[src/rtl/bram_seq_pkg.sv]
// Shared types and bit positions for the BRAM scan-and-reduce sequencer.
package bram_seq_pkg;

  typedef enum logic [2:0] {
    ST_IDLE,
    ST_READ,
    ST_DRAIN,
    ST_WB,
    ST_DONE
  } state_e;

  localparam int unsigned CTRL_START = 0;
  localparam int unsigned CTRL_ABORT = 1;

  localparam int unsigned STAT_DONE    = 0;
  localparam int unsigned STAT_BUSY    = 1;
  localparam int unsigned STAT_CFG_ERR = 2;
  localparam int unsigned STAT_ABORTED = 3;

endpackage

[src/rtl/bram_scan_seq.sv]
// Scan-and-reduce controller: streams BRAM words [first..last] to an external
// operator, then writes the operator result back to wb_addr.
module bram_scan_seq
  import bram_seq_pkg::*;
#(
  parameter int unsigned ADDR_W = 11,
  parameter int unsigned DATA_W = 32
) (
  input  logic              clk,
  input  logic              reset,
  input  logic [31:0]       ps_control,
  input  logic [ADDR_W-1:0] cfg_first,
  input  logic [ADDR_W-1:0] cfg_last,
  input  logic [ADDR_W-1:0] cfg_wb_addr,
  output logic [31:0]       pl_status,
  output logic              mem_en,
  output logic              mem_we,
  output logic [ADDR_W-1:0] mem_addr,
  output logic [DATA_W-1:0] mem_wrdata,
  input  logic [DATA_W-1:0] mem_rddata,
  output logic              op_valid,
  output logic              op_first,
  output logic              op_last,
  output logic [DATA_W-1:0] op_data,
  input  logic [DATA_W-1:0] op_result
);

  state_e            state_q, state_d;
  logic [ADDR_W:0]   cnt_q, cnt_d;
  logic [ADDR_W-1:0] first_q, first_d;
  logic [ADDR_W-1:0] last_q, last_d;
  logic [ADDR_W-1:0] wb_q, wb_d;
  logic [ADDR_W-1:0] mem_addr_q, mem_addr_d;
  logic              mem_en_q, mem_en_d;
  logic              mem_we_q, mem_we_d;
  logic              op_valid_q, op_valid_d;
  logic              op_first_q, op_first_d;
  logic              op_last_q, op_last_d;
  logic              done_q, done_d;
  logic              busy_q, busy_d;
  logic              cfg_err_q, cfg_err_d;
  logic              aborted_q, aborted_d;

  logic start, abort, rd_issue;
  logic ctrl_unused;

  assign start       = ps_control[CTRL_START];
  assign abort       = ps_control[CTRL_ABORT];
  assign ctrl_unused = ^ps_control[31:2];
  assign rd_issue    = mem_en_q & ~mem_we_q;

  always_comb begin
    state_d    = state_q;
    cnt_d      = cnt_q;
    first_d    = first_q;
    last_d     = last_q;
    wb_d       = wb_q;
    mem_addr_d = mem_addr_q;
    mem_en_d   = 1'b0;
    mem_we_d   = 1'b0;
    done_d     = done_q;
    busy_d     = busy_q;
    cfg_err_d  = cfg_err_q;
    aborted_d  = aborted_q;
    // Beat flags follow the read issued last cycle, one cycle behind the address.
    op_valid_d = rd_issue;
    op_first_d = rd_issue && (mem_addr_q == first_q);
    op_last_d  = rd_issue && (mem_addr_q == last_q);

    unique case (state_q)
      ST_IDLE: begin
        if (start) begin
          first_d   = cfg_first;
          last_d    = cfg_last;
          wb_d      = cfg_wb_addr;
          cfg_err_d = 1'b0;
          aborted_d = 1'b0;
          if (cfg_first > cfg_last) begin
            cfg_err_d = 1'b1;
            done_d    = 1'b1;
            busy_d    = 1'b0;
            state_d   = ST_DONE;
          end else begin
            busy_d     = 1'b1;
            cnt_d      = {1'b0, cfg_first};
            mem_addr_d = cfg_first;
            mem_en_d   = 1'b1;
            state_d    = ST_READ;
          end
        end
      end
      ST_READ: begin
        if (abort) begin
          aborted_d = 1'b1;
          done_d    = 1'b1;
          busy_d    = 1'b0;
          op_last_d = 1'b0;
          state_d   = ST_DONE;
        end else if (cnt_q == {1'b0, last_q}) begin
          state_d = ST_DRAIN;
        end else begin
          cnt_d      = cnt_q + 1'b1;
          mem_addr_d = cnt_d[ADDR_W-1:0];
          mem_en_d   = 1'b1;
        end
      end
      ST_DRAIN: begin
        if (abort) begin
          aborted_d = 1'b1;
          done_d    = 1'b1;
          busy_d    = 1'b0;
          state_d   = ST_DONE;
        end else begin
          mem_en_d   = 1'b1;
          mem_we_d   = 1'b1;
          mem_addr_d = wb_q;
          state_d    = ST_WB;
        end
      end
      ST_WB: begin
        done_d  = 1'b1;
        busy_d  = 1'b0;
        state_d = ST_DONE;
      end
      ST_DONE: begin
        if (!start) begin
          done_d  = 1'b0;
          state_d = ST_IDLE;
        end
      end
      default: state_d = ST_IDLE;
    endcase
  end

  always_ff @(posedge clk) begin
    if (reset) begin
      state_q    <= ST_IDLE;
      cnt_q      <= '0;
      first_q    <= '0;
      last_q     <= '0;
      wb_q       <= '0;
      mem_addr_q <= '0;
      mem_en_q   <= 1'b0;
      mem_we_q   <= 1'b0;
      op_valid_q <= 1'b0;
      op_first_q <= 1'b0;
      op_last_q  <= 1'b0;
      done_q     <= 1'b0;
      busy_q     <= 1'b0;
      cfg_err_q  <= 1'b0;
      aborted_q  <= 1'b0;
    end else begin
      state_q    <= state_d;
      cnt_q      <= cnt_d;
      first_q    <= first_d;
      last_q     <= last_d;
      wb_q       <= wb_d;
      mem_addr_q <= mem_addr_d;
      mem_en_q   <= mem_en_d;
      mem_we_q   <= mem_we_d;
      op_valid_q <= op_valid_d;
      op_first_q <= op_first_d;
      op_last_q  <= op_last_d;
      done_q     <= done_d;
      busy_q     <= busy_d;
      cfg_err_q  <= cfg_err_d;
      aborted_q  <= aborted_d;
    end
  end

  assign pl_status = {28'd0, aborted_q, cfg_err_q, busy_q, done_q};
  assign mem_en    = mem_en_q;
  assign mem_we    = mem_we_q;
  assign mem_addr  = mem_addr_q;
  assign op_valid  = op_valid_q;
  assign op_first  = op_first_q;
  assign op_last   = op_last_q;
  assign op_data   = mem_rddata;
  // The operator result only settles in the WB cycle itself, so it cannot be
  // registered here; gating by the registered write strobe keeps it 0 otherwise.
  assign mem_wrdata = mem_we_q ? op_result : '0;

endmodule

[config.mk]
export PLATFORM = sky130hd
export DESIGN_NAME = bram_scan_seq
export DESIGN_NICKNAME = d
export VERILOG_FILES = /design/src/rtl/bram_seq_pkg.sv /design/src/rtl/bram_scan_seq.sv
export SDC_FILE = /design/constraint.sdc
export NUM_CORES = 1
export LEC_CHECK = 0
export CORE_MARGIN = 2
export CORE_UTILIZATION = 42
export CTS_CLUSTER_SIZE = 8
export DETAILED_ROUTE_END_ITERATION = 6
export PLACE_DENSITY = 0.83
export REMOVE_ABC_BUFFERS = 1
export SLEW_MARGIN = 10
export SYNTH_ARGS = -nofsm -noshare
export SYNTH_HDL_FRONTEND = slang
export SYNTH_SLANG_ARGS = --single-unit
[constraint.sdc]
create_clock -name clk -period 3.9 [get_ports clk]
set_clock_uncertainty 0.1 [all_clocks]
set_input_delay 0.585 -clock clk [delete_from_list [all_inputs] [get_ports clk]]
set_output_delay 0.585 -clock clk [all_outputs]
set_load 0.02 [all_outputs]
==> impl_metrics.py <==
metrics = {
    "logic_synthesis": {
        "syn_inst": 557,
        "syn-cell-area_sq_mm": 0.00432,
        "synth_top_area_share_pct": 31.5,
        "ys_ff_latch": 68,
        "async_flop_share_pct": 0,
        "yosys_warnings": 0,
        "yosysUniqueCellTypes": 48,
        "synth_area_leaders": "dfxtp_1 32%, buf_4 11%, nand2_1 7.3%, a21oi_1 7.1%, xnor2_1 6.5%",
        "seq_area_frac_synth_pct": 31.5,
        "yosysMostFrequentCell": "nand2_1",
        "synth_top_area_cell": "dfxtp_1",
        "synth-edff-count": 0,
        "synth_ff_type": "dfxtp_1",
        "syn_avg_cell_area_sq_um": 7.75,
        "synth_common_cells": "84 x nand2_1, 68 x dfxtp_1, 64 x buf_4, 61 x a21oi_1, 33 x and2_1",
    },
    "global_route": {
        "antenna_found_initial": 0,
        "grt_max_degree": 39,
        "grt_pass1_vias": 3892,
        "use_met2_pct": 37.6,
        "grt_busiest_layer": "met2",
        "grt.met1_usage_pct": 28.8,
        "overflow": 0,
        "grt_first_pass_wirelength_mm": 20.6,
        "grt.total_usage_pct": 23.8,
        "grt_util_met3_pct": 8.72,
    },
    "worst_setup_path": {
        "critical_path_class": "in2reg",
        "cp_cell_sequence": "clkdlybuf4s50_1 -> ha_1 -> a21oi_1 -> o21ai_0 -> a221oi_1 -> a21boi_1 -> buf_4 -> o311ai_0 -> a21oi_1",
        "slowest_delay_ns": 0.50,
        "cp-end-kind": "register",
        "cp_data_arrival_time_ns": 3.15,
        "critPathMostFrequentCell": "a21oi_1",
        "required_ns": 4.02,
        "cp_slowest_cell": "a221oi_1",
        "crit_fanout": 17,
        "crit_path_start_kind": "input port",
    },
    "clock_network": {
        "cts_resized": 0,
        "postCtsSetupRepairBufs": 0,
        "insertion_delay_ns": 0.37,
        "clk_path_buf_depth": 2,
        "clock-root-buffer": "clkbuf_8",
        "cts_tree": "built",
        "hold_buffers": 0,
        "clock-sinks": 68,
        "cts_max_level": 3,
        "clkSlewWorstSetupHoldPaths_ns": 0.08,
        "cts_buffers": 9,
    },
    "worst_hold_path": {
        "hp-class": "reg2reg",
    },
    "die": {
        "core_sq_mm": 0.0101,
        "die_h_microns": 105,
        "die_w_microns": 105,
        "dieArea_sq_mm": 0.0111,
        "pin_count": 243,
        "initial_core_util_pct": 42.6,
        "rows": 37,
    },
    "sta": {
        "tns_ns": 0,
        "fin_crit_sh_pct": 77.7,
        "hold_viol": 0,
        "drv_slew": 0,
        "worst_pin_slew_ns": 1.08,
        "slew_headroom_pct": 27.6,
        "rsz0062_at_grt": "no",
        "setup_viol": 0,
        "fmax_mhz": 330,
        "whs_ns": 0.358,
        "period_needed_ns": 3.03,
    },
    "power": {
        "power.density_mw_per_mm2": 388,
        "ir_drop_v": 0.000176,
        "p_leak_uw": 0.00203,
    },
    "routing": {
        "dr.pass1.iters": 4,
        "totalWireLength_mm": 13.4,
        "wl_per_cell_microns": 17.4,
        "vias_per_cell": 5.38,
        "drc_errors": 0,
        "dr.first_iter.drc_count": 276,
        "vias": 4131,
        "ant_nets": 0,
    },
    "final_layout": {
        "seqCellArea_sq_mm": 0.00136,
        "fin_nets": 770,
        "fillCellCount": 951,
        "fin_area_sq_mm": 0.00543,
        "syn_to_final_growth_pct": 25.9,
        "antennaDiodeCount": 0,
        "layout-drive-gt1-share_pct": 5.22,
        "multiInputGateArea_sq_mm": 0.00238,
    },
    "place": {
        "hpwlAfterDp_mm": 9.94,
        "place_congestion": 0.942,
        "portBuffers": 120,
        "postPlaceCellArea_sq_mm": 0.00523,
    },
    "run": {
        "maxCapViolCount": 0,
    },
    "run_status": {
        "status": "complete, no violations",
    },
}
final cells by class:
cell class	count	area share, %
Multi-Input combinational cell	405	43.8
Sequential cell	68	25.1
Timing Repair Buffer	129	23.3
Tap cell	136	3.13
Clock buffer	12	2.86
Inverter	14	0.968
Clock inverter	4	0.875
layout by cell type (no fill, tap or decap), types with 2 or more instances in the layout:
cell type,count
xor2_1,11
a22oi_1,2
o21ai_0,11
o21ai_1,5
clkbuf_8,11
and4_1,2
nor2_2,2
a311oi_1,2
and2_1,33
a211o_1,2
clkinv_2,2
nand4_1,9
a21oi_1,61
nor4_1,4
dfxtp_1,68
nor3b_1,3
inv_1,14
clkdlybuf4s50_1,119
xnor2_1,32
ha_1,12
buf_4,9
nand2b_1,4
o21a_1,2
nand2_1,84
nor2_1,22
a211oi_1,17
or3_1,6
a21boi_0,2
conb_1,28
nand3_1,16
a221oi_1,8
nor3_1,10
metal layers:
layer  up-vias  wire (microns)
met5         -               0
met2       235            6030
met3        24            1420
met1      1923            5570
met4         0             361
li1       1949               -
report_power, final:
| part | switching [uW] | total (uW) | internal (uW) |
|---|---|---|---|
| clock network | 280 | 609 | 328 |
| logic | 361 | 641 | 279 |
| registers | 89.4 | 856 | 766 |
| total | 731 | 2100 | 1370 |
sequential cells by signal (all words and copies together) (netlist names):
| register | flops |
|---|---|
| cnt_q | 12 |
| first_q | 11 |
| op_first | 1 |
| op_valid | 1 |
| mem_en | 1 |
| mem_we | 1 |
| busy_q | 1 |
| aborted_q | 1 |
| cfg_err_q | 1 |
| done_q | 1 |
| wb_q | 11 |
| state_q | 3 |
| mem_addr | 11 |
| op_last | 1 |
| last_q | 11 |
path summary, 6_finish.rpt:
path | startpoint | endpoint | slack, ns | cells past startpoint
max | cfg_first[2] | done_q$_SDFFE_PP0P_ | 0.87 | 9
min | cfg_err_q$_SDFFE_PP0P_ | cfg_err_q$_SDFFE_PP0P_ | 0.36 | 2
max reg2reg | cnt_q[3]$_SDFFE_PP0P_ | cnt_q[8]$_SDFFE_PP0P_ | 1.41 | 6
min reg2reg | cfg_err_q$_SDFFE_PP0P_ | cfg_err_q$_SDFFE_PP0P_ | 0.36 | 2
cells by family (layout without fill, tap and decap cells):
| family | Yosys count | in the layout | share of synthesized area [%] |
|---|---|---|---|
| adder cells (fa/ha/maj) | 12 | 12 | 3.48 |
| XOR/XNOR | 43 | 43 | 8.73 |
| other | 1 | 28 | 0.0869 |
| AO/OA/AOI/OAI | 123 | 123 | 18.2 |
| buffers and inverters | 111 | 159 | 15.7 |
| AND/OR/NAND/NOR | 199 | 199 | 22.3 |
| flip-flops | 68 | 68 | 31.5 |
worst max-delay path, delay by kind of cell:
| kind | cells | cell delay, ns |
|---|---|---|
| buffers and inverters | 2 | 0.69 |
| adders and majority gates | 1 | 0.36 |
| AOI/OAI and AO/OA | 6 | 1.53 |
through the flow:
step / power, uW / util, % / instances / worst slack, ns
after floorplan: 1220 / - / 487 / 1.32
after global placement: 1490 / 51.6 / 752 / 0.564
after detailed placement: 1500 / 51.6 / 752 / 0.522
after CTS: 2110 / 53.6 / 768 / 0.898
after global routing: 2210 / 53.6 / 768 / 0.654
final: 2100 / 53.6 / 768 / 0.869
Note: power is estimated with default switching activity, not from simulation.
